===== config.mk =====
export PLATFORM = sky130hd
export DESIGN_NAME = obi_error_responder
export DESIGN_NICKNAME = d
export VERILOG_FILES = /design/src/rtl/obi_error_responder.sv
export SDC_FILE = /design/constraint.sdc
export NUM_CORES = 1
export LEC_CHECK = 0
export ABC_AREA = 1
export CAP_MARGIN = 15
export CORE_MARGIN = 2
export CORE_UTILIZATION = 40
export CTS_BUF_LIST = sky130_fd_sc_hd__clkbuf_4 sky130_fd_sc_hd__clkbuf_8
export DETAILED_ROUTE_END_ITERATION = 10
export PLACE_DENSITY = 0.83
export SETUP_SLACK_MARGIN = 0.02
export SLEW_MARGIN = 40
export SYNTH_ARGS = -nofsm -noshare
export SYNTH_HDL_FRONTEND = slang
export SYNTH_SLANG_ARGS = --single-unit

===== constraint.sdc =====
create_clock -name clk_i -period 1.7 [get_ports clk_i]
set_input_delay 0.17 -clock clk_i [delete_from_list [all_inputs] [get_ports clk_i]]
set_output_delay 0.17 -clock clk_i [all_outputs]
set_load 0.1 [all_outputs]

===== src/rtl/obi_error_responder.sv =====
// OBI slave answering crossbar decode misses: grants every request, returns an error response
// with a poison read value, logs the first faulting access plus a saturating miss count.
module obi_error_responder #(
  parameter logic [31:0] RESP_DATA = 32'hBADACCE5,
  parameter int          LATENCY   = 1,
  parameter int          DEPTH     = 2,
  parameter int          CNT_W     = 16
) (
  input  logic             clk_i,
  input  logic             rst_ni,
  input  logic             req_i,
  output logic             gnt_o,
  input  logic [31:0]      addr_i,
  input  logic             we_i,
  input  logic [3:0]       be_i,
  input  logic [31:0]      wdata_i,
  output logic             rvalid_o,
  input  logic             rready_i,
  output logic [31:0]      rdata_o,
  output logic             err_o,
  input  logic             clear_i,
  output logic [CNT_W-1:0] err_cnt_o,
  output logic [31:0]      err_addr_o,
  output logic             err_we_o,
  output logic             irq_o
);

  localparam int IW = $clog2(DEPTH + 1);
  localparam logic [IW-1:0] DEPTH_L = IW'(DEPTH);
  localparam logic [CNT_W-1:0] CNT_MAX = {CNT_W{1'b1}};

  typedef enum logic {EMPTY = 1'b0, LOGGED = 1'b1} log_state_t;

  logic [IW-1:0]    inflight;
  logic [IW-1:0]    fifo_cnt;
  logic [IW-1:0]    cnt_after_pop;
  logic [IW-1:0]    fifo_cnt_nxt;
  logic [DEPTH-1:0] fifo_we;
  logic [DEPTH-1:0] fifo_shifted;
  logic [DEPTH-1:0] fifo_we_nxt;
  logic             push_v;
  logic             push_we;
  logic             pop;
  log_state_t       log_state;
  logic             unused_inputs;

  // Payload is never stored; only the we tag decides the response data.
  assign unused_inputs = ^{be_i, wdata_i};

  assign gnt_o    = rst_ni & req_i & (inflight < DEPTH_L);
  assign rvalid_o = (fifo_cnt != {IW{1'b0}});
  assign pop      = rvalid_o & rready_i;
  assign err_o    = rvalid_o;
  assign rdata_o  = (rvalid_o && !fifo_we[0]) ? RESP_DATA : 32'h0000_0000;
  assign irq_o    = (log_state == LOGGED);

  // With LATENCY==1 a granted tag goes straight into the FIFO on the grant edge.
  generate
    if (LATENCY == 1) begin : g_direct
      assign push_v  = gnt_o;
      assign push_we = we_i;
    end else begin : g_pipe
      logic [LATENCY-2:0] pipe_v;
      logic [LATENCY-2:0] pipe_we;

      // Latency shift pipe carrying {valid, we} tags toward the FIFO
      always_ff @(posedge clk_i) begin
        if (!rst_ni) begin
          pipe_v  <= {(LATENCY-1){1'b0}};
          pipe_we <= {(LATENCY-1){1'b0}};
        end else begin
          pipe_v[0]  <= gnt_o;
          pipe_we[0] <= we_i;
          for (int i = 1; i < LATENCY - 1; i++) begin
            pipe_v[i]  <= pipe_v[i-1];
            pipe_we[i] <= pipe_we[i-1];
          end
        end
      end

      assign push_v  = pipe_v[LATENCY-2];
      assign push_we = pipe_we[LATENCY-2];
    end
  endgenerate

  // In-flight accounting: grant adds, pop removes
  always_ff @(posedge clk_i) begin
    if (!rst_ni) begin
      inflight <= {IW{1'b0}};
    end else if (gnt_o && !pop) begin
      inflight <= inflight + IW'(1);
    end else if (!gnt_o && pop) begin
      inflight <= inflight - IW'(1);
    end else begin
      inflight <= inflight;
    end
  end

  // Shift-down FIFO next state: head at index 0, push lands after surviving entries
  always_comb begin
    fifo_shifted  = pop ? (fifo_we >> 1) : fifo_we;
    cnt_after_pop = pop ? (fifo_cnt - IW'(1)) : fifo_cnt;
    fifo_we_nxt   = fifo_shifted;
    for (int i = 0; i < DEPTH; i++) begin
      fifo_we_nxt[i] = (push_v && (cnt_after_pop == IW'(i))) ? push_we : fifo_shifted[i];
    end
    fifo_cnt_nxt = push_v ? (cnt_after_pop + IW'(1)) : cnt_after_pop;
  end

  // Response FIFO state
  always_ff @(posedge clk_i) begin
    if (!rst_ni) begin
      fifo_cnt <= {IW{1'b0}};
      fifo_we  <= {DEPTH{1'b0}};
    end else begin
      fifo_cnt <= fifo_cnt_nxt;
      fifo_we  <= fifo_we_nxt;
    end
  end

  // Fault log: a clear coinciding with a grant is applied first, so the grant re-logs
  always_ff @(posedge clk_i) begin
    if (!rst_ni) begin
      log_state  <= EMPTY;
      err_cnt_o  <= {CNT_W{1'b0}};
      err_addr_o <= 32'h0000_0000;
      err_we_o   <= 1'b0;
    end else begin
      case (log_state)
        EMPTY: begin
          if (gnt_o) begin
            log_state  <= LOGGED;
            err_cnt_o  <= CNT_W'(1);
            err_addr_o <= addr_i;
            err_we_o   <= we_i;
          end else begin
            log_state <= EMPTY;
          end
        end
        LOGGED: begin
          if (gnt_o && clear_i) begin
            log_state  <= LOGGED;
            err_cnt_o  <= CNT_W'(1);
            err_addr_o <= addr_i;
            err_we_o   <= we_i;
          end else if (gnt_o) begin
            log_state <= LOGGED;
            err_cnt_o <= (err_cnt_o == CNT_MAX) ? CNT_MAX : (err_cnt_o + CNT_W'(1));
          end else if (clear_i) begin
            log_state  <= EMPTY;
            err_cnt_o  <= {CNT_W{1'b0}};
            err_addr_o <= 32'h0000_0000;
            err_we_o   <= 1'b0;
          end else begin
            log_state <= LOGGED;
          end
        end
        default: begin
          log_state  <= EMPTY;
          err_cnt_o  <= {CNT_W{1'b0}};
          err_addr_o <= 32'h0000_0000;
          err_we_o   <= 1'b0;
        end
      endcase
    end
  end

endmodule


==> impl_metrics.toml <==
[synthesis]
synth_flop_cell = "dfxtp_1"
yosys_warnings = 0
ys_types = 27
synth_seq_area_share = 0.397
synth-seq-cells = 56
synth_edf_count = 0
syn_area_mm2 = 0.00283
synth_top_cell_by_area = "dfxtp_1"
synth.top_cells.by_area = "dfxtp_1, nand2_1, a21oi_1"
synth_top_area_frac = 0.397
synthArstFlopShare = 0
avgSynthCellArea_um2 = 7.19
syn_inst = 393

[worst_setup_path]
critPathCaptureType = "primary output"
start_kind = "flip-flop"
critPathRequiredTime_ps = 1530
crit_start = "fifo_cnt[1]"
slowest_stage = "dfxtp_2"
crit_buf_inv = 3
cp.arrival_ps = 1450
r2r-start = "fifo_cnt[1]"
cp_cell_sequence = "inv_2, ha_4, nor2_4, clkbuf_16, buf_12"
crit_family = "buffers and inverters"
worstPathMaxFanout = 9
critPathKind = "reg2out"
critPathMaxStageDelay_ps = 360

[placed_design]
hpwlAfterDp_um = 5590
numPortBuffers = 109
gp_congestion = 0.877
pre_cts_ws_ps = -115
place_inst = 574

[drt]
drc = 0
viasPerCell = 4.89
num_vias = 2854
wl_um = 7590
drt-pass1-iter-count = 4
drt-initial-drc-count = 214
wl_per_cell_um = 13.0
postRouteAntennaNets = 0

[cts]
cts_buffer_depth = 2
htreeDepth = 2
worstSkewPairLatency_ps = 310
clock_sinks = 56
clkTransAtPathRegs_ps = 110
cts_buffers = 5
root_buffer = "clkbuf_8"
holdBufCountCts = 0
cts_tree = "done"

[sta]
finalHoldViolCount = 0
setup_viol = 0
fin_skew_ps = 19.2
max_clock_freq_mhz = 617
setup_tns_ps = 0
worst_slack_ps = 79.2
whs_ps = 425
period_share = 0.953
drv_slew = 0
tightest_slew_ps = 580
relSlewSlack = 0.613
rsz0062_at_grt = "yes"
min_period_ps = 1620

[floorplan]
rows = 30
dieWidth_um = 88.1
ios = 159
die_h_um = 88.1
initial_utilization = 0.414
core_area_mm2 = 0.00683
dieArea_mm2 = 0.00775

[global_route]
antenna_found_initial = 0
grt_pass1_vias = 2644
grt_pass1_wl_um = 11900
grt_usage = 0.191
gr-total-overflow = 0
grt_max_degree = 35

[final_layout]
syn2layout_area_growth_pct = 53.3
drive_gt1_frac = 0.285
nets = 566
stdcell_count = 584
final_common_cell = "nand2_1"
num_antenna_cells = 0
nFillCells = 574
final_cell_mix = "nand2_1, a21oi_1, buf_4"

[worst_hold_path]
min_path_type = "in2reg"
worstHoldStart = "addr_i[9]"

[power_and_ir_drop]
p_leak_nw = 1.77
power_per_cell_area_mw_per_mm2 = 1930
ir_drop_mv = 1.10

[status]
status = "complete, no violations"

[job]
maxCapViolCount = 0
-- cell usage after synthesis, types with 2 or more instances --
library cell and instances:
buf_2 3, nand3_1 49, nand2_1 92, clkbuf_1 12, buf_4 32, nand2_2 2, xor2_1 8, inv_2 7
o21ai_0 2, a21oi_1 53, nor2_2 2, inv_1 22, buf_6 3, nor2_1 18, ha_1 5, o21ai_1 15
nand4_1 3, dfxtp_1 56
-- per-layer routing --
| metal | routed length [um] | up-vias | GRT usage |
|---|---|---|---|
| met4 | 57 | 0 | 0.0523 |
| met1 | 2970 | 1327 | 0.215 |
| met5 | 0 | - | 0 |
| met3 | 414 | 4 | 0.0377 |
| li1 | - | 1423 | - |
| met2 | 4140 | 100 | 0.364 |
-- registers in the layout, indices dropped and copies added, names as in the netlist --
register and cells:
err_we_o 1, fifo_we 2, fifo_cnt 2, err_cnt_o 16, irq_o 1, err_addr_o 32, inflight 2
-- worst register-to-register path, cell delays in order (launching register included) --
cell and delay, ps:
dfxtp_2 360, inv_2 50, ha_4 170, inv_4 60, nand2_4 70, xor2_2 200, inv_2 60, ha_1 290
a21oi_1 150, nand2_1 70, inv_1 50
-- through the flow --
stage                     cell area [um^2]  total power [mW]  utilization
final                                 4330              8.34        0.634
after global routing                  4330              8.63        0.634
after CTS                             4270              8.25        0.625
after detailed placement              4160              7.45        0.609
after global placement                4160              7.36        0.609
after floorplan                       2980              6.03            -
-- logic make-up (layout without fill, tap and decap cells) --
| logic type | after synthesis | in the layout | share of synthesized area |
|---|---|---|---|
| flops | 56 | 56 | 0.397 |
| buf+inv | 79 | 162 | 0.157 |
| compound gates | 74 | 74 | 0.137 |
| xor+xnor | 9 | 9 | 0.0279 |
| other cells | 1 | 13 | 0.00133 |
| simple gates | 169 | 169 | 0.258 |
| fa+ha+maj | 5 | 5 | 0.0221 |
-- where the power goes --
part | total, mW | switching [mW] | internal (mW)
Sequential | 1.53 | 0.0901 | 1.44
Clock | 0.765 | 0.463 | 0.302
Combinational | 6.05 | 4.11 | 1.94
Total | 8.34 | 4.66 | 3.68
-- repair_timing --
item	in CTS	in global routing
endpoints found under the setup margin	3	38
pin swaps	0	1
gates cloned	0	1
setup buffers	0	1
gates resized for setup	2	8
-- path summary, 6_finish.rpt --
kind,to,slack (ps),cells past startpoint
max,rdata_o[14],80,5
min,err_addr_o[9],420,3
max reg2reg,fifo_cnt[1],120,10
min reg2reg,err_we_o,470,2
-- layout make-up --
cell class	instances	area, um^2	share of cell area
sequential	56	1150	0.265
inverter	29	111	0.0257
clock buffer	5	68.8	0.0159
timing repair buffer	125	1490	0.343
multi-input combinational	270	1370	0.316
tap	96	120	0.0277
clock inverter	3	25.0	0.00578
(Power assumes the default switching activity.)
